$ cat config.mk
export PLATFORM = sky130hd
export DESIGN_NAME = ctrl_pipe
export DESIGN_NICKNAME = d
export VERILOG_FILES = /design/src/rtl/ctrl_pipe_pkg.sv /design/src/rtl/hazard_unit.sv /design/src/rtl/ctrl_pipe.sv
export SDC_FILE = /design/constraint.sdc
export NUM_CORES = 1
export LEC_CHECK = 0
export BUFFER_PORTS_ARGS = -buffer_cell sky130_fd_sc_hd__buf_2
export CAP_MARGIN = 20
export CORE_ASPECT_RATIO = 0.8
export CORE_MARGIN = 2
export CORE_UTILIZATION = 30
export CTS_BUF_LIST = sky130_fd_sc_hd__clkbuf_16
export DETAILED_ROUTE_END_ITERATION = 10
export SYNTH_ARGS = -nofsm -noshare
export SYNTH_HDL_FRONTEND = slang
export SYNTH_SLANG_ARGS = --single-unit
$ cat constraint.sdc
create_clock -name clk -period 1.9 [get_ports clk]
set_input_delay 0.095 -clock clk [delete_from_list [all_inputs] [get_ports clk]]
set_output_delay 0.095 -clock clk [all_outputs]
set_load 0.005 [all_outputs]
$ cat src/rtl/ctrl_pipe_pkg.sv
// rtl/ctrl_pipe_pkg.sv - shared control-word layout, opcodes, forwarding codes and operand-use helpers
package ctrl_pipe_pkg;

   localparam int CW_WIDTH       = 17;

   // Bit positions inside the 17-bit decoded control word
   localparam int BIT_REG_WRITE  = 16;
   localparam int BIT_MEM_TO_REG = 15;
   localparam int BIT_MEM_WRITE  = 14;
   localparam int BIT_MEM_READ   = 13;
   localparam int BIT_BRANCH     = 12;
   localparam int BIT_ALU_SRC    = 11;
   localparam int BIT_REG_DST    = 10;
   localparam int OPC_MSB        = 9;
   localparam int OPC_LSB        = 6;
   localparam int FUNCT_MSB      = 5;
   localparam int FUNCT_LSB      = 0;

   // Positions of RegWrite inside the narrowed EX/MEM and MEM/WB words
   localparam int MEM_REG_WRITE  = 3;
   localparam int WB_REG_WRITE   = 1;

   localparam logic [3:0] OP_BNE   = 4'b0000;
   localparam logic [3:0] OP_BEQ   = 4'b0001;
   localparam logic [3:0] OP_BGZ   = 4'b0010;
   localparam logic [3:0] OP_BLZ   = 4'b0011;
   localparam logic [3:0] OP_ADI   = 4'b0100;
   localparam logic [3:0] OP_ORI   = 4'b0101;
   localparam logic [3:0] OP_LHI   = 4'b0110;
   localparam logic [3:0] OP_LWD   = 4'b0111;
   localparam logic [3:0] OP_SWD   = 4'b1000;
   localparam logic [3:0] OP_JMP   = 4'b1001;
   localparam logic [3:0] OP_JAL   = 4'b1010;
   localparam logic [3:0] OP_RTYPE = 4'b1111;

   localparam logic [1:0] FWD_REGFILE = 2'b00;
   localparam logic [1:0] FWD_MEMWB   = 2'b01;
   localparam logic [1:0] FWD_EXMEM   = 2'b10;

   typedef struct packed {
      logic       regWrite;
      logic       memToReg;
      logic       memWrite;
      logic       memRead;
      logic       branch;
      logic       aluSrc;
      logic       regDst;
      logic [3:0] opcode;
      logic [5:0] funct;
   } ctrlWord_t;

   // Jumps and LHI never read rs
   function automatic logic usesRs(input logic [3:0] opcode);
      return !(opcode == OP_JMP || opcode == OP_JAL || opcode == OP_LHI);
   endfunction

   // rt is read by two-source R-type ops, the compare branches and stores
   function automatic logic usesRt(input logic [3:0] opcode, input logic [5:0] funct);
      return (opcode == OP_RTYPE && funct <= 6'd7) ||
             opcode == OP_BNE || opcode == OP_BEQ || opcode == OP_SWD;
   endfunction

endpackage

$ cat src/rtl/hazard_unit.sv
// rtl/hazard_unit.sv - load-use detection and EX operand forwarding selection
module hazard_unit
   import ctrl_pipe_pkg::*;
(
   input  logic       idValid,
   input  logic [3:0] idOpcode,
   input  logic [5:0] idFunct,
   input  logic [1:0] idRs,
   input  logic [1:0] idRt,
   input  logic       exValid,
   input  logic       exMemRead,
   input  logic [3:0] exOpcode,
   input  logic [5:0] exFunct,
   input  logic [1:0] exDest,
   input  logic [1:0] exRs,
   input  logic [1:0] exRt,
   input  logic       memValid,
   input  logic       memRegWrite,
   input  logic [1:0] memDest,
   input  logic       wbValid,
   input  logic       wbRegWrite,
   input  logic [1:0] wbDest,
   output logic       loadUse,
   output logic [1:0] fwdA,
   output logic [1:0] fwdB
);

   logic memWrites;
   logic wbWrites;

   assign memWrites = memValid && memRegWrite;
   assign wbWrites  = wbValid && wbRegWrite;

   // A load in EX whose result the ID instruction needs next cycle
   always_comb begin
      loadUse = exValid && exMemRead && idValid &&
                ((exDest == idRs && usesRs(idOpcode)) ||
                 (exDest == idRt && usesRt(idOpcode, idFunct)));
   end

   // Youngest producer wins: EX/MEM before MEM/WB
   always_comb begin
      fwdA = FWD_REGFILE;
      fwdB = FWD_REGFILE;
      if (usesRs(exOpcode)) begin
         if (memWrites && memDest == exRs)
            fwdA = FWD_EXMEM;
         else if (wbWrites && wbDest == exRs)
            fwdA = FWD_MEMWB;
      end
      if (usesRt(exOpcode, exFunct)) begin
         if (memWrites && memDest == exRt)
            fwdB = FWD_EXMEM;
         else if (wbWrites && wbDest == exRt)
            fwdB = FWD_MEMWB;
      end
   end

endmodule

$ cat src/rtl/ctrl_pipe.sv
// rtl/ctrl_pipe.sv - control-path pipeline registers with stall, flush and forwarding control
module ctrl_pipe
   import ctrl_pipe_pkg::*;
(
   input  logic        clk,
   input  logic        reset_n,
   input  logic [16:0] id_ctrl,
   input  logic        id_valid,
   input  logic [1:0]  id_rs,
   input  logic [1:0]  id_rt,
   input  logic [1:0]  id_rd,
   input  logic        id_jump,
   input  logic        ex_branch_taken,
   output logic        stall,
   output logic        if_flush,
   output logic [16:0] ex_ctrl,
   output logic [3:0]  mem_ctrl,
   output logic [1:0]  wb_ctrl,
   output logic [1:0]  ex_dest,
   output logic [1:0]  mem_dest,
   output logic [1:0]  wb_dest,
   output logic        wb_valid,
   output logic [1:0]  fwd_a,
   output logic [1:0]  fwd_b,
   output logic [15:0] num_inst
);

   logic       exValid;
   logic [1:0] exRs;
   logic [1:0] exRt;
   logic       memValid;
   logic [1:0] idDest;
   logic       loadUse;
   logic       bubble;

   assign idDest = id_ctrl[BIT_REG_DST] ? id_rd : id_rt;
   assign bubble = ex_branch_taken || loadUse;

   // Outputs are gated by reset so a stray branch/jump input cannot leak through
   assign stall    = reset_n && loadUse && !ex_branch_taken;
   assign if_flush = reset_n && (ex_branch_taken || (id_jump && id_valid && !loadUse));

   hazard_unit uHazard (
      .idValid     (id_valid),
      .idOpcode    (id_ctrl[OPC_MSB:OPC_LSB]),
      .idFunct     (id_ctrl[FUNCT_MSB:FUNCT_LSB]),
      .idRs        (id_rs),
      .idRt        (id_rt),
      .exValid     (exValid),
      .exMemRead   (ex_ctrl[BIT_MEM_READ]),
      .exOpcode    (ex_ctrl[OPC_MSB:OPC_LSB]),
      .exFunct     (ex_ctrl[FUNCT_MSB:FUNCT_LSB]),
      .exDest      (ex_dest),
      .exRs        (exRs),
      .exRt        (exRt),
      .memValid    (memValid),
      .memRegWrite (mem_ctrl[MEM_REG_WRITE]),
      .memDest     (mem_dest),
      .wbValid     (wb_valid),
      .wbRegWrite  (wb_ctrl[WB_REG_WRITE]),
      .wbDest      (wb_dest),
      .loadUse     (loadUse),
      .fwdA        (fwd_a),
      .fwdB        (fwd_b)
   );

   // ID/EX: load the ID instruction, or an all-zero bubble on flush/hazard/empty slot
   always_ff @(posedge clk or negedge reset_n) begin
      if (!reset_n) begin
         ex_ctrl <= '0;
         exValid <= 1'b0;
         ex_dest <= '0;
         exRs    <= '0;
         exRt    <= '0;
      end else if (bubble || !id_valid) begin
         ex_ctrl <= '0;
         exValid <= 1'b0;
         ex_dest <= '0;
         exRs    <= '0;
         exRt    <= '0;
      end else begin
         ex_ctrl <= id_ctrl;
         exValid <= 1'b1;
         ex_dest <= idDest;
         exRs    <= id_rs;
         exRt    <= id_rt;
      end
   end

   // EX/MEM and MEM/WB advance unconditionally
   always_ff @(posedge clk or negedge reset_n) begin
      if (!reset_n) begin
         mem_ctrl <= '0;
         memValid <= 1'b0;
         mem_dest <= '0;
         wb_ctrl  <= '0;
         wb_valid <= 1'b0;
         wb_dest  <= '0;
      end else begin
         mem_ctrl <= ex_ctrl[BIT_REG_WRITE:BIT_MEM_READ];
         memValid <= exValid;
         mem_dest <= ex_dest;
         wb_ctrl  <= mem_ctrl[3:2];
         wb_valid <= memValid;
         wb_dest  <= mem_dest;
      end
   end

   // Retired-instruction counter, wraps naturally at 16 bits
   always_ff @(posedge clk or negedge reset_n) begin
      if (!reset_n)
         num_inst <= '0;
      else if (wb_valid)
         num_inst <= num_inst + 16'd1;
   end

endmodule

==> metrics.yaml, run 1 <==
min_path:
  holdPathEnd: "ex_ctrl[11]"
  whs_path_depth: 2
  min_path_type: "input pin to flip-flop"
  min_from: "id_ctrl[11]"
yosys:
  yosys-top-cells-count: "52 x dfrtp_1, 21 x and2_1, 15 x xnor2_1"
  syn-instance-count: 170
  yosysTopAreaCellShare_pct: 61.1
  synth_ff_type: "dfrtp_1"
  synth_top_family_by_area: "simple AND/OR/NAND/NOR gates"
  synth_warnings: 0
  synth.area.mux_share_pct: 1.47
  synthAdderAreaFrac_pct: 0.587
  synth-compound-area-share_pct: 3.64
  synth_largest_area_cell: "dfrtp_1"
  async_reset_ff_share_pct: 100
  ys_seq_area_share_pct: 61.1
  synth_area_um2: 2130
  ys_top_cells_by_area: "dfrtp_1 61%, and2_1 6.2%, xnor2_1 6.2%"
  synthXorXnorAreaFrac_pct: 11.9
  synth_most_common_cell: "dfrtp_1"
  yosys.area_share.simple_pct: 18.3
  ys_seq_elements: 52
  ys_types: 36
  synth_nets: 199
  syn-mean-instance-area_um2: 12.5
  synth_edf_count: 0
drt:
  drt_wl_total_um: 4500
  num_vias: 1501
  dr.pass1.iters: 4
  detail-route-antenna-nets: 0
  post_drt_wl_per_cell_um: 13.0
  drtIter0Drc: 27
  via_per_inst: 4.35
  drc: 0
timing:
  finalSetupViolCount: 0
  worst_slew_pin_slew_ps: 654
  grt_setup_unrepaired: "yes"
  finalHoldWorstSlack_ps: 14.5
  max_freq_mhz: 546
  hold_violations: 0
  fin_skew_ps: 4.62
  post-route-period-util_pct: 96.4
  max_slew_margin_pct: 56.4
  finalCriticalPeriod_ps: 1830
  slew_violations: 0
floorplanning:
  design.core.area_um2: 6890
  initial_core_util_pct: 30.9
  io_pins: 80
  row_count: 27
  die_h_um: 79.4
  dieArea_um2: 7800
  dieWidth_um: 98.2
setup_path:
  crit_family: "simple AND/OR/NAND/NOR gates"
  endpoint_kind: "output pin"
  regToRegSetupSlack_ps: 290
  r2r-end: "num_inst[13]"
  slowest_stage: "or3b_4"
  rr_worst_depth: 4
  worstPathRequired_ps: 1800
  crit_buf_inv: 1
  slowest_delay_ps: 410
  cp_max_fo: 2
  critical_path_class: "flip-flop to output pin"
  startpoint: "ex_ctrl[3]"
  timing.rr.start: "num_inst[4]"
  cp-start-kind: "flip-flop"
  worstPathArrival_ps: 1740
  crit_chain: "or3b_4, nor4b_4, a21oi_2, nor3_2, buf_2"
clocking:
  cts-root-buf: "clkbuf_16"
  clock_latency_ps: 280
  clockBufferDepth: 2
  htreeDepth: 2
  clk_pin_slew_ps: 70
  cts_tree: "done"
  cts_inserted_buffers: 5
  clock-sinks: 52
grt:
  track_usage_pct: 12.1
  grt_pass1_vias: 1479
  grt_max_degree: 52
  overflow: 0
  antenna_found_initial: 0
  grt_first_pass_wirelength_um: 7500
layout:
  syn_to_final_growth_pct: 32.2
  fin_cells: 345
  diodes: 0
  drive_gt1_share_pct: 39.5
  layout.nets: 286
pwr:
  leakagePower_nw: 1.48
  power_density_nw_per_um2: 882
  power_mw: 2.49
  vdd_drop_max_mv: 0.384
placed_design:
  placed_cells: 335
  port_buffers: 79
  place_hpwl_um: 3500
  gp_congestion: 0.757
run:
  maxCapViolCount: 0
outcome:
  status: "finished clean"
[final cells by class]
| class | instances | area (µm²) |
|---|---|---|
| Multi-Input combinational cell | 108 | 797 |
| Clock buffer | 5 | 125 |
| Clock inverter | 3 | 18.8 |
| Fill cell | 715 | 4080 |
| Inverter | 4 | 15.0 |
| Sequential cell | 52 | 1300 |
| Timing Repair Buffer | 86 | 450 |
| Tap cell | 87 | 109 |
[power breakdown]
part / switching (mW) / internal [mW] / leakage (nW)
logic: 0.150 / 0.174 / 0.719
clock network: 0.373 / 0.483 / 0.0635
registers: 0.108 / 1.20 / 0.697
[flip-flops by register name, summed over array words and instances (netlist names), 2 cells and up]
| register | flops |
|---|---|
| exRs | 2 |
| exRt | 2 |
| ex_ctrl | 17 |
| ex_dest | 2 |
| mem_ctrl | 4 |
| mem_dest | 2 |
| num_inst | 16 |
| wb_ctrl | 2 |
| wb_dest | 2 |
[worst max path at each step]
stage	to	slack (ps)	depth (start not counted)
floorplan	num_inst[14]	420	5
global placement	fwd_b[0]	220	5
detailed placement	fwd_b[0]	220	5
CTS	fwd_b[0]	2	5
global route	fwd_b[0]	-20	5
finish	fwd_b[0]	70	5
[per-stage QoR]
step | cell area, µm² | util, % | setup slack [ps] | TNS [ps]
after floorplan | 2130 | - | 421 | 0
after global placement | 2620 | 38.1 | 222 | 0
after detailed placement | 2620 | 38.1 | 225 | 0
after CTS | 2790 | 40.5 | 1.77 | 0
after global routing | 2820 | 40.9 | -18.8 | -18.8
final | 2820 | 40.9 | 67.8 | 0
[metal layers]
layer	up-vias	track usage [%]	part of all wire, %
met1	727	17.7	49
met5	-	0	0
li1	742	-	-
met2	27	18.6	46
met3	5	1.93	3.2
met4	0	4.11	1.3
[cell usage in the layout, fill, tap and decap left out, types with 2 or more instances in the layout]
| cell | instances |
|---|---|
| and2_1 | 21 |
| and3_1 | 2 |
| buf_2 | 79 |
| buf_4 | 6 |
| clkbuf_16 | 5 |
| clkinvlp_4 | 2 |
| dfrtp_1 | 52 |
| inv_1 | 4 |
| mux2i_1 | 2 |
| nand2_1 | 8 |
| nand2b_1 | 2 |
| nand3_1 | 4 |
| nand4_1 | 5 |
| nor2_1 | 7 |
| nor2b_1 | 3 |
| nor3_1 | 4 |
| nor4_1 | 2 |
| xnor2_1 | 15 |
| xor2_1 | 14 |
[cells by family (layout without fill, tap and decap cells)]
kind of cell / after synthesis / in the layout
AO/OA/AOI/OAI: 9 / 9
XOR/XNOR: 29 / 29
adder cells (fa/ha/maj): 1 / 1
buffers and inverters: 10 / 98
flip-flops: 52 / 52
multiplexers: 3 / 3
AND/OR/NAND/NOR: 66 / 66
[repair_timing]
item	in CTS	in global routing
pin swaps	1	2
hold endpoints to repair	1	0
hold buffers	1	0
resized for setup	1	5
buffers inserted	1	0
setup endpoints to repair	1	3
(Power assumes the default switching activity.)
==> run 2: changes to the inputs <==
PLACE_DENSITY = 0.64   (was default)
==> run 2 against run 1 <==
  * Critical endpoint unchanged
  * Count of clock-buffer cells in the layout unchanged
  * Cell area up 2.4%
  * Global-route usage is 0.33 points higher
  * Maximum frequency increased by 1.1%
  * Setup slack improved by 21 ps
  * Routed wire length grew 1.1%
  * Largest cell class unchanged
  * Clock power up 47%
  * Critical path type unchanged
  * Highest routed layer unchanged
  * Sequential share of layout area fell by 1.1 points
==> metrics.yaml, run 2 (same netlist as run 1, synthesis figures left out) <==
grt:
  grt_max_degree: 25  # -52%
  track_usage_pct: 12.5  # +0.33 points
  grt_pass1_vias: 1520  # +2.8%
  overflow: 0  # unchanged
  antenna_found_initial: 0  # unchanged
  grt_first_pass_wirelength_um: 7550  # +0.64%
drt:
  drtIter0Drc: 44  # +63%
  met3_length_um: 289  # +98%
  detail-route-antenna-nets: 0  # unchanged
  post_drt_wl_per_cell_um: 13.1  # +0.48%
  drc: 0  # unchanged
  met2_length_um: 2090  # +0.58%
  drt_wl_total_um: 4550  # +1.1%
  dr.pass1.iters: 4  # unchanged
  via_per_inst: 4.38  # +0.62%
  drt-met1-wl_um: 2130  # -4.3%
  dr.max_layer_used: "met4"
  num_vias: 1519  # +1.2%
timing:
  max_freq_mhz: 552  # +1.1%
  post-route-period-util_pct: 95.3  # -1.1 points
  max_slew_margin_pct: 67.4  # +11 points
  finalCriticalPeriod_ps: 1810  # -20.7 ps
  finalSetupViolCount: 0  # unchanged
  finalWorstSetupSlack_ps: 88.5  # +20.7 ps
  hold_violations: 0  # unchanged
  slew_violations: 0  # unchanged
  tns_ps: 0  # unchanged
  finalHoldWorstSlack_ps: 8.78  # -5.75 ps
  fin_skew_ps: 4.77  # +0.150 ps
  worst_slew_pin_slew_ps: 483  # -171 ps
  grt_setup_unrepaired: "yes"
setup_path:
  critical_path_class: "flip-flop to output pin"
  crit_family: "simple AND/OR/NAND/NOR gates"
  slowest_delay_ps: 390  # -20 ps
  worstPathArrival_ps: 1720  # -20 ps
  crit_buf_inv: 1  # unchanged
  regToRegSetupSlack_ps: 210  # -80 ps
  startpoint: "ex_ctrl[3]"
  endpoint_kind: "output pin"
  worstPathRequired_ps: 1800  # about the same
  cp_max_fo: 2  # unchanged
  cp-start-kind: "flip-flop"
  crit_chain: "or3b_4, nor4b_2, a21oi_1, nor3_1, buf_2"
  slowest_stage: "or3b_4"
  timing.rr.start: "num_inst[0]"
floorplanning:
  io_pins: 80  # unchanged
  die_h_um: 79.4  # unchanged
  row_count: 27  # unchanged
  initial_core_util_pct: 30.9  # unchanged
  dieWidth_um: 98.2  # unchanged
  dieArea_um2: 7800  # unchanged
  design.core.area_um2: 6890  # unchanged
layout:
  syn_to_final_growth_pct: 35.4
  fin_cells: 347  # +0.58%
  final_cell_mix: "79 x buf_2, 52 x dfrtp_1, 21 x and2_1, 15 x xnor2_1, 14 x xor2_1"
  largest_reg_flops: 17  # unchanged
  regMostFlops: "ex_ctrl"
  reg_top3: "ex_ctrl: 17 flops, num_inst: 16 flops, mem_ctrl: 4 flops"
  layout.nets: 288  # +0.70%
  layout_commonest_cell: "buf_2"
  drive_gt1_share_pct: 39.6  # +0.081 points
  diodes: 0  # unchanged
placed_design:
  gp_congestion: 0.771  # +1.8%
  placed_cells: 336  # +0.30%
  port_buffers: 79  # unchanged
  place_hpwl_um: 3560  # +1.8%
  place_ws_ps: 210  # -15.0 ps
clocking:
  clock_latency_ps: 280  # about the same
  clockBufferDepth: 2  # unchanged
  htreeDepth: 2  # unchanged
  cts_tree: "done"
  cts-root-buf: "clkbuf_16"
  cts_inserted_buffers: 5  # unchanged
  clock-sinks: 52  # unchanged
  clk_pin_slew_ps: 70  # about the same
run:
  maxCapViolCount: 0  # unchanged
min_path:
  min_from: "id_ctrl[15]"
  min_path_type: "input pin to flip-flop"
outcome:
  status: "finished clean"
pwr:
  vdd_drop_max_mv: 0.323  # -16%
  power_density_nw_per_um2: 1000  # +14%
  leakagePower_nw: 1.53  # +3.2%
## run 2: cell count changes in the layout (fill, tap and decap cells not counted), sizes merged
cell / change
bufinv: +3
buf: +2
clkinvlp: -2
clkinv: -1
## run 2: power by group
group          switching [mW]  internal, mW
logic                   0.156         0.179
clock network           0.376         0.887
registers              0.0995          1.20
total                   0.632          2.26
## run 2: final timing paths
path	to	cells past startpoint
setup / recovery	fwd_b[0]	5
hold / removal	ex_ctrl[15]	2
setup reg to reg	num_inst[14]	5
hold reg to reg	mem_ctrl[1]	0
max in group asynchronous	mem_dest[1]	3
min in group asynchronous	ex_ctrl[7]	2
## run 2: per-layer routing
metal / vias to the layer above / GRT usage [%]
li1: 746 / -
met1: 722 / 16.5
met2: 47 / 19.3
met3: 4 / 4.29
met4: 0 / 4.11
met5: - / 0
## run 2: metrics by stage
stage / cell area [µm²] / utilization, % / power, mW
after floorplan: 2130 / - / 1.46
after global placement: 2630 / 38.2 / 1.64
final: 2890 / 41.9 / 2.89
after CTS: 2880 / 41.7 / 2.94
after global routing: 2890 / 41.9 / 3.05
after detailed placement: 2630 / 38.2 / 1.66
## run 2: layout make-up
| type | count | area [µm²] |
|---|---|---|
| clock buffer | 5 | 125 |
| clock inverter | 3 | 90.1 |
| fill | 682 | 4010 |
| inverter | 4 | 15.0 |
| multi-input combinational | 108 | 779 |
| sequential | 52 | 1300 |
| tap | 87 | 109 |
| timing repair buffer | 88 | 465 |
## run 2: timing repair
action,4_1_cts,5_1_grt
gates resized for setup,2,1
hold buffers,1,0
endpoints found under the setup margin,3,3
pin swaps,0,3
cloned,0,0
buffers inserted,1,1
endpoints found under the hold margin,7,0
